==> src/rtl/serial_magnitude_comparator.sv <==
// rtl/serial_magnitude_comparator.sv - digit-serial magnitude comparator with valid/ready handshakes
module serial_magnitude_comparator #(
    parameter int WIDTH      = 32,
    parameter int DIGIT      = 4,
    parameter int EARLY_EXIT = 1
) (
    input  logic                               clk,
    input  logic                               rst_n,
    input  logic                               in_valid,
    output logic                               in_ready,
    input  logic [WIDTH-1:0]                   a,
    input  logic [WIDTH-1:0]                   b,
    input  logic                               signed_mode,
    output logic                               out_valid,
    input  logic                               out_ready,
    output logic                               g,
    output logic                               e,
    output logic                               s,
    output logic [$clog2(WIDTH/DIGIT+1)-1:0]   cycles
);
    localparam int NDIG = WIDTH / DIGIT;
    localparam int IW   = (NDIG > 1) ? $clog2(NDIG) : 1;
    localparam int CW   = $clog2(NDIG + 1);
    localparam logic [WIDTH-1:0] MSB = WIDTH'(1) << (WIDTH - 1);

    typedef enum logic [1:0] {IDLE, RUN, DONE} state_t;

    state_t            state, state_n;
    logic [WIDTH-1:0]  a_r, b_r;
    logic [IW-1:0]     idx;
    logic [CW-1:0]     cnt;
    logic              diff, gt;
    logic [DIGIT-1:0]  da, db;
    logic              differ, stop, diff_n, gt_n;

    // Signed compare is done by flipping the sign bits at capture; only the top digit changes.
    assign da     = a_r[idx*DIGIT +: DIGIT];
    assign db     = b_r[idx*DIGIT +: DIGIT];
    assign differ = (da != db);
    assign stop   = ((EARLY_EXIT != 0) && differ) || (idx == '0);
    assign diff_n = diff | differ;
    assign gt_n   = diff ? gt : (da > db);
    assign in_ready = (state == IDLE);

    // State register.
    always_ff @(posedge clk or negedge rst_n) begin
        if (!rst_n) state <= IDLE;
        else        state <= state_n;
    end

    // Next-state decode.
    always_comb begin
        state_n = state;
        case (state)
            IDLE:    if (in_valid) state_n = RUN;
            RUN:     if (stop) state_n = DONE;
            DONE:    if (out_ready) state_n = IDLE;
            default: state_n = IDLE;
        endcase
    end

    // Operand capture, digit walk, first-difference latch and registered results.
    always_ff @(posedge clk or negedge rst_n) begin
        if (!rst_n) begin
            a_r       <= '0;
            b_r       <= '0;
            idx       <= '0;
            cnt       <= '0;
            diff      <= 1'b0;
            gt        <= 1'b0;
            out_valid <= 1'b0;
            g         <= 1'b0;
            e         <= 1'b0;
            s         <= 1'b0;
            cycles    <= '0;
        end else begin
            case (state)
                IDLE: begin
                    if (in_valid) begin
                        a_r  <= a ^ (signed_mode ? MSB : '0);
                        b_r  <= b ^ (signed_mode ? MSB : '0);
                        idx  <= IW'(NDIG - 1);
                        cnt  <= '0;
                        diff <= 1'b0;
                        gt   <= 1'b0;
                    end
                end
                RUN: begin
                    cnt  <= cnt + CW'(1);
                    diff <= diff_n;
                    gt   <= gt_n;
                    if (stop) begin
                        out_valid <= 1'b1;
                        g         <= diff_n & gt_n;
                        s         <= diff_n & ~gt_n;
                        e         <= ~diff_n;
                        cycles    <= cnt + CW'(1);
                    end else begin
                        idx <= idx - IW'(1);
                    end
                end
                DONE: begin
                    if (out_ready) begin
                        out_valid <= 1'b0;
                        g         <= 1'b0;
                        e         <= 1'b0;
                        s         <= 1'b0;
                        cycles    <= '0;
                    end
                end
                default: ;
            endcase
        end
    end
endmodule

==> config.mk <==
export PLATFORM = sky130hd
export DESIGN_NAME = serial_magnitude_comparator
export DESIGN_NICKNAME = d
export VERILOG_FILES = /design/src/rtl/serial_magnitude_comparator.sv
export SDC_FILE = /design/constraint.sdc
export NUM_CORES = 1
export LEC_CHECK = 0
export CAP_MARGIN = 20
export CORE_MARGIN = 2
export CORE_UTILIZATION = 51
export DETAILED_ROUTE_END_ITERATION = 8
export GPL_TIMING_DRIVEN = 0
export PLACE_DENSITY_LB_ADDON = 0.2
export SLEW_MARGIN = 20
export SYNTH_ARGS = -nofsm -noshare
export SYNTH_HDL_FRONTEND = slang
export SYNTH_SLANG_ARGS = --single-unit
export TNS_END_PERCENT = 100
==> constraint.sdc <==
create_clock -name clk -period 3.1 [get_ports clk]
set_input_delay 0.93 -clock clk [delete_from_list [all_inputs] [get_ports clk]]
set_output_delay 0.93 -clock clk [all_outputs]
set_load 0.005 [all_outputs]
### After elaboration in Yosys (flattened, before gate mapping)

Cells that the tools add are included.

| storage, ports and cells | value |
|---|---|
| register bits after elaboration | 83 |
| output and inout port bits | 9 |
| bits of input ports | 69 |

| cells by class | value |
|---|---|
| reduce and logical (&&, ||, !) cells | 10 |
| magnitude comparators | 1 |
| shift-type cells | 2 |
| equal/unequal tests | 7 |
| $add $sub $neg | 2 |
| multiplexer cells | 26 |
| bitwise gates (word level) | 7 |

Operators with widths:

| kind | count |
|---|---|
| 32-bit by 6-bit variable part select with 4-bit output | 2 |
| 32-bit bitwise XOR | 2 |
| 32-bit 2-to-1 mux | 1 |
| 4-bit case mux with 2 select lines | 2 |
| 4-bit 2-to-1 mux | 3 |
| 1-bit case mux with 2 select lines | 6 |
| 3-bit AND reduction | 3 |
| 2-bit != test (second input constant) | 4 |
| 1-bit 2-to-1 mux | 7 |
| 2-bit 2-to-1 mux | 3 |
| 3-bit 2-to-1 mux | 2 |
| 2-bit case mux with 3 select lines | 1 |
| 3-bit case mux with 2 select lines | 1 |
| 4-bit by 1-bit adder with 4-bit output (second input constant) | 1 |
| 4-bit greater-than comparator | 1 |
| 4-bit != test | 1 |
| 2-bit AND reduction | 2 |
| 2-bit nonzero test | 2 |
| 3-bit logical NOT | 1 |
| 3-bit by 1-bit subtractor with 3-bit output (second input constant) | 1 |
| 1-bit AND | 2 |
| 2-bit by 1-bit == test with 1-bit output (second input constant) | 1 |
| 2-bit == test (second input constant) | 1 |
| 2-bit logical NOT | 1 |
| other kinds (3) | 4 |

### Longest topological paths before layout

| logic depth | value |
|---|---|
| word-level depth | 7 |
| gate-level depth with buffers | 9 |

### Worst setup path before layout

Ideal clock, no wire load.

| timing | value |
|---|---|
| path kind | reg2reg |
| start | register idx[0] |
| end | register cycles[2] |
| arrival | 2383 ps |
| cell stages (with the launch flop) | 9 |
| path slack | 652 ps |
| required time | 3034 ps |
| library setup time | 66 ps |
| path through | dfrtp_1 > buf_6 > mux4_1 > mux2_2 > ha_1 > nand4_1 > o21ai_2 > o21a_4 > a22o_1 |

| between the ends | value |
|---|---|
| cells in the longest elaborated chain, start to end | 5 |
| elaborated cells between the ends (all ways) | 7 |
| those cells by class | eq/ne: 2; shift: 2; reduce/logical: 3 |

Ends and longest elaborated chain:

| what | line | RTL |
|---|---|---|
| start, declared | 30 | `logic [IW-1:0] idx;` |
| start signal, assigned | 82 | `idx <= IW'(NDIG - 1);` |
| start signal, assigned | 99 | `idx <= idx - IW'(1);` |
| 32-bit by 6-bit variable part select with 4-bit output, on equally long branches | 37, 38 |  |
| 4-bit != test | 39 | `assign differ = (da != db);` |
| 1-bit logical OR (*) | 40 | `assign stop = ((EARLY_EXIT != 0) && differ) \|\| (idx == '0);` |
| 2-bit != test (no line) (*) | - |  |
| 3-bit AND reduction (no line) (*) | - |  |
| end signal, assigned | 97 | `cycles <= cnt + CW'(1);` |
| end, declared | 19 | `output logic [$clog2(WIDTH/DIGIT+1)-1:0] cycles` |

Every way passes the cells marked *; elsewhere a longest branch is shown, timed or not.
A chain may end at the register's enable or synchronous reset.

### Worst setup path after layout

| timing | value |
|---|---|
| start | register idx[0] |
| end | register e |

| between the ends | value |
|---|---|
| cells in the longest elaborated chain, start to end | 6 |
| elaborated cells between the ends (all ways) | 11 |
| those cells by class | eq/ne: 2; shift: 2; mux: 2; bitwise: 2; reduce/logical: 3 |

Ends and longest elaborated chain:

| what | line | RTL |
|---|---|---|
| 32-bit by 6-bit variable part select with 4-bit output, on equally long branches | 37, 38 |  |
| 4-bit != test | 39 |  |
| 1-bit bitwise OR | 41 | `assign diff_n = diff \| differ;` |
| 1-bit NOT | 96 | `e <= ~diff_n;` |
| 1-bit 2-to-1 mux | 92 | `if (stop) begin` |
| 1-bit case mux with 2 select lines | 77 | `case (state)` |
| end signal, assigned | 96 |  |
| end, declared | 17 | `output logic e,` |

Several ways; a longest one is shown, not always the timed one. The select of a mux whose other input is x is not followed.

==> flow_summary.json <==
{
  "outcome": "completed",
  "period_share_pct": 88.7,
  "place_congestion": 0.791,
  "die_h_um": 91.2,
  "peakVddDrop_v": 0.000437,
  "grt.overflow.total": 0,
  "place_inst": 433,
  "critPathMaxFanout": 10,
  "max_freq_mhz": 364,
  "postCtsSetupBuffers": 0,
  "syn-cell-area_um2": 3880,
  "synth_top_area_share_pct": 53.6,
  "wire_per_inst_um": 16.8,
  "hold_viol": 0,
  "cts_tree": "built",
  "period_needed_ns": 2.75,
  "r2r-start": "idx[0]$_DFFE_PN0P_",
  "crit_start": "idx[0]$_DFFE_PN0P_",
  "die-area_um2": 8310,
  "root_buffer": "clkbuf_8",
  "setup.worst_path.start_class": "flop",
  "post_cts_resized": 0,
  "port_buffers": 77,
  "synth_edf_count": 0,
  "synthCells": 256,
  "hold_path_startpoint": "cycles[0]$_DFFE_PN0P_",
  "ys_ff_latch": 83,
  "path_clk_slew_ns": 0.08,
  "grt_max_degree": 43,
  "cts_max_path_buffers": 2,
  "grt_use_total_pct": 19.9,
  "finalNetCount": 421,
  "num_rows": 31,
  "placed_area_um2": 4790,
  "worst_hold_slack_ns": 0.495,
  "diodes": 0,
  "synth_nets": 332,
  "antenna_found_initial": 0,
  "fin_ws_ns": 0.349,
  "drv_cap": 0,
  "netlist_top_cells_area": "dfrtp_1, mux2_2, mux4_2",
  "synth_top_area_cell": "dfrtp_1",
  "critPathArrivalTime_ns": 3.04,
  "final_cells": 449,
  "die_w_um": 91.2,
  "drt-vias-per-instance": 5.37,
  "nFillCells": 541,
  "grt_pass1_wl_um": 12700,
  "syn_to_final_growth_pct": 29.4,
  "hold_class": "reg2reg",
  "worstSkewPairLatency_ns": 0.35,
  "drt-initial-drc-count": 100,
  "ios": 78,
  "cts-buffers-inserted": 9,
  "fin_worst_skew_ns": 0.00822,
  "route.detailed.drc": 0,
  "vias": 2411,
  "grt_pass1_vias": 2513,
  "initial_core_util_pct": 53.2,
  "tightestPinTransition_ns": 0.596,
  "wl_um": 7530,
  "rsz0062_at_grt": "false",
  "relSlewSlack_pct": 60.3,
  "ant_nets": 0,
  "ys_seq_area_share_pct": 53.6,
  "synthArstFlopShare_pct": 100,
  "power_leakage_nw": 2.17,
  "crit_path_end_kind": "flop",
  "regArea_um2": 2080,
  "yosys_warnings": 0,
  "maxSlewViolCount": 0,
  "drive_gt1_share_pct": 32.3,
  "final_util_pct": 68.8,
  "h-tree-depth": 3,
  "first_pass_iters": 4,
  "core-area_um2": 7290,
  "setup_viol": 0,
  "crit_type": "reg2reg",
  "design_area_um2": 5020,
  "ys.flop_type": "dfrtp_1",
  "postCtsHoldBufs": 0,
  "multiInputGateArea_um2": 1690,
  "crit_required_ns": 3.39,
  "layout_common_cells": "dfrtp_1, clkdlybuf4s50_1, mux2_2, clkbuf_8, a22o_1",
  "final_common_cell": "dfrtp_1",
  "avgSynthCellArea_um2": 15.1,
  "numClockSinks": 83,
  "dp_hpwl_um": 5520,
  "post-place-ws_ns": 0.355,
  "yosysUniqueCellTypes": 36,
  "power_density_nw_per_um2": 933,
  "reg2reg_slack_ns": 0.35
}
==> metal layers <==
metal / vias up / global-route usage [%] / wire length, um
met1: 1213 / 27.2 / 3390
met3: 12 / 3.32 / 300
met5: - / 0 / 0
met4: 0 / 8.33 / 142
met2: 60 / 31.9 / 3690
li1: 1126 / - / -
==> critical path: stages, from the launching register on <==
cell and delay [ns]:
dfrtp_1 0.34, buf_6 0.18, mux4_1 0.60, mux2_2 0.30
ha_1 0.32, nand4_1 0.27, o21ai_2 0.33, o21a_4 0.21
a22o_1 0.14
==> cells in the mapped netlist (2+ instances only) <==
cell / number
o2bb2ai_1: 2
a21oi_1: 4
nor3_1: 3
nor2b_1: 2
nor2_1: 8
buf_6: 2
dfrtp_1: 83
buf_4: 7
o21bai_1: 2
mux2_2: 67
mux4_2: 9
a22o_1: 10
ha_1: 7
nand2b_1: 2
nand2_1: 5
o21ai_0: 4
mux2i_1: 4
inv_1: 4
a211oi_1: 2
xnor2_1: 3
buf_2: 4
or2_2: 2
mux4_1: 7
==> sequential cells by signal, summed over array words and instances, names as in the netlist, 2 cells and up <==
signal	flops
a_r	32
cnt	4
cycles	4
state	2
b_r	32
idx	3
==> kinds of logic (layout without fill, tap and decap cells) <==
group,count (synthesis),after routing,synth area share (%)
mux,87,87,30.5
flops,83,83,53.6
compound gates,29,29,5.68
simple gates,28,28,4.16
buf+inv,18,112,2.94
fa+ha+maj,7,7,2.26
xor+xnor,4,4,0.904
==> through the flow <==
stage | total power [mW] | TNS, ns
2_1_floorplan | 3.27 | 0
3_3_place_gp | 3.76 | -152.66
3_5_place_dp | 3.85 | 0
4_1_cts | 4.74 | 0
5_1_grt | 5.03 | 0
6_report | 4.68 | 0
==> power by group <==
part           internal [mW]  switching (mW)  total, mW
logic                   1.19           0.756       1.95
registers               1.60           0.259       1.86
clock network          0.497           0.378      0.875
==> layout make-up <==
type                       count  area share, %
clock inverter                 4           1.45
multi-input combinational    155           33.6
timing repair buffer          78           15.7
buffer                        14           1.97
clock buffer                  12           3.09
tap                           99           2.47
sequential                    83           41.4
inverter                       4          0.299
==> path summary, 6_finish.rpt <==
kind | endpoint | depth (start not counted)
worst min register to register | cycles[0]$_DFFE_PN0P_ | 1
worst max register to register | e$_DFFE_PN0P_ | 8
worst max-delay path | e$_DFFE_PN0P_ | 8
min in group asynchronous | b_r[2]$_DFFE_PN0P_ | 1
max in group asynchronous | idx[0]$_DFFE_PN0P_ | 2
worst min-delay path | cycles[0]$_DFFE_PN0P_ | 1
(Power assumes the default switching activity.)
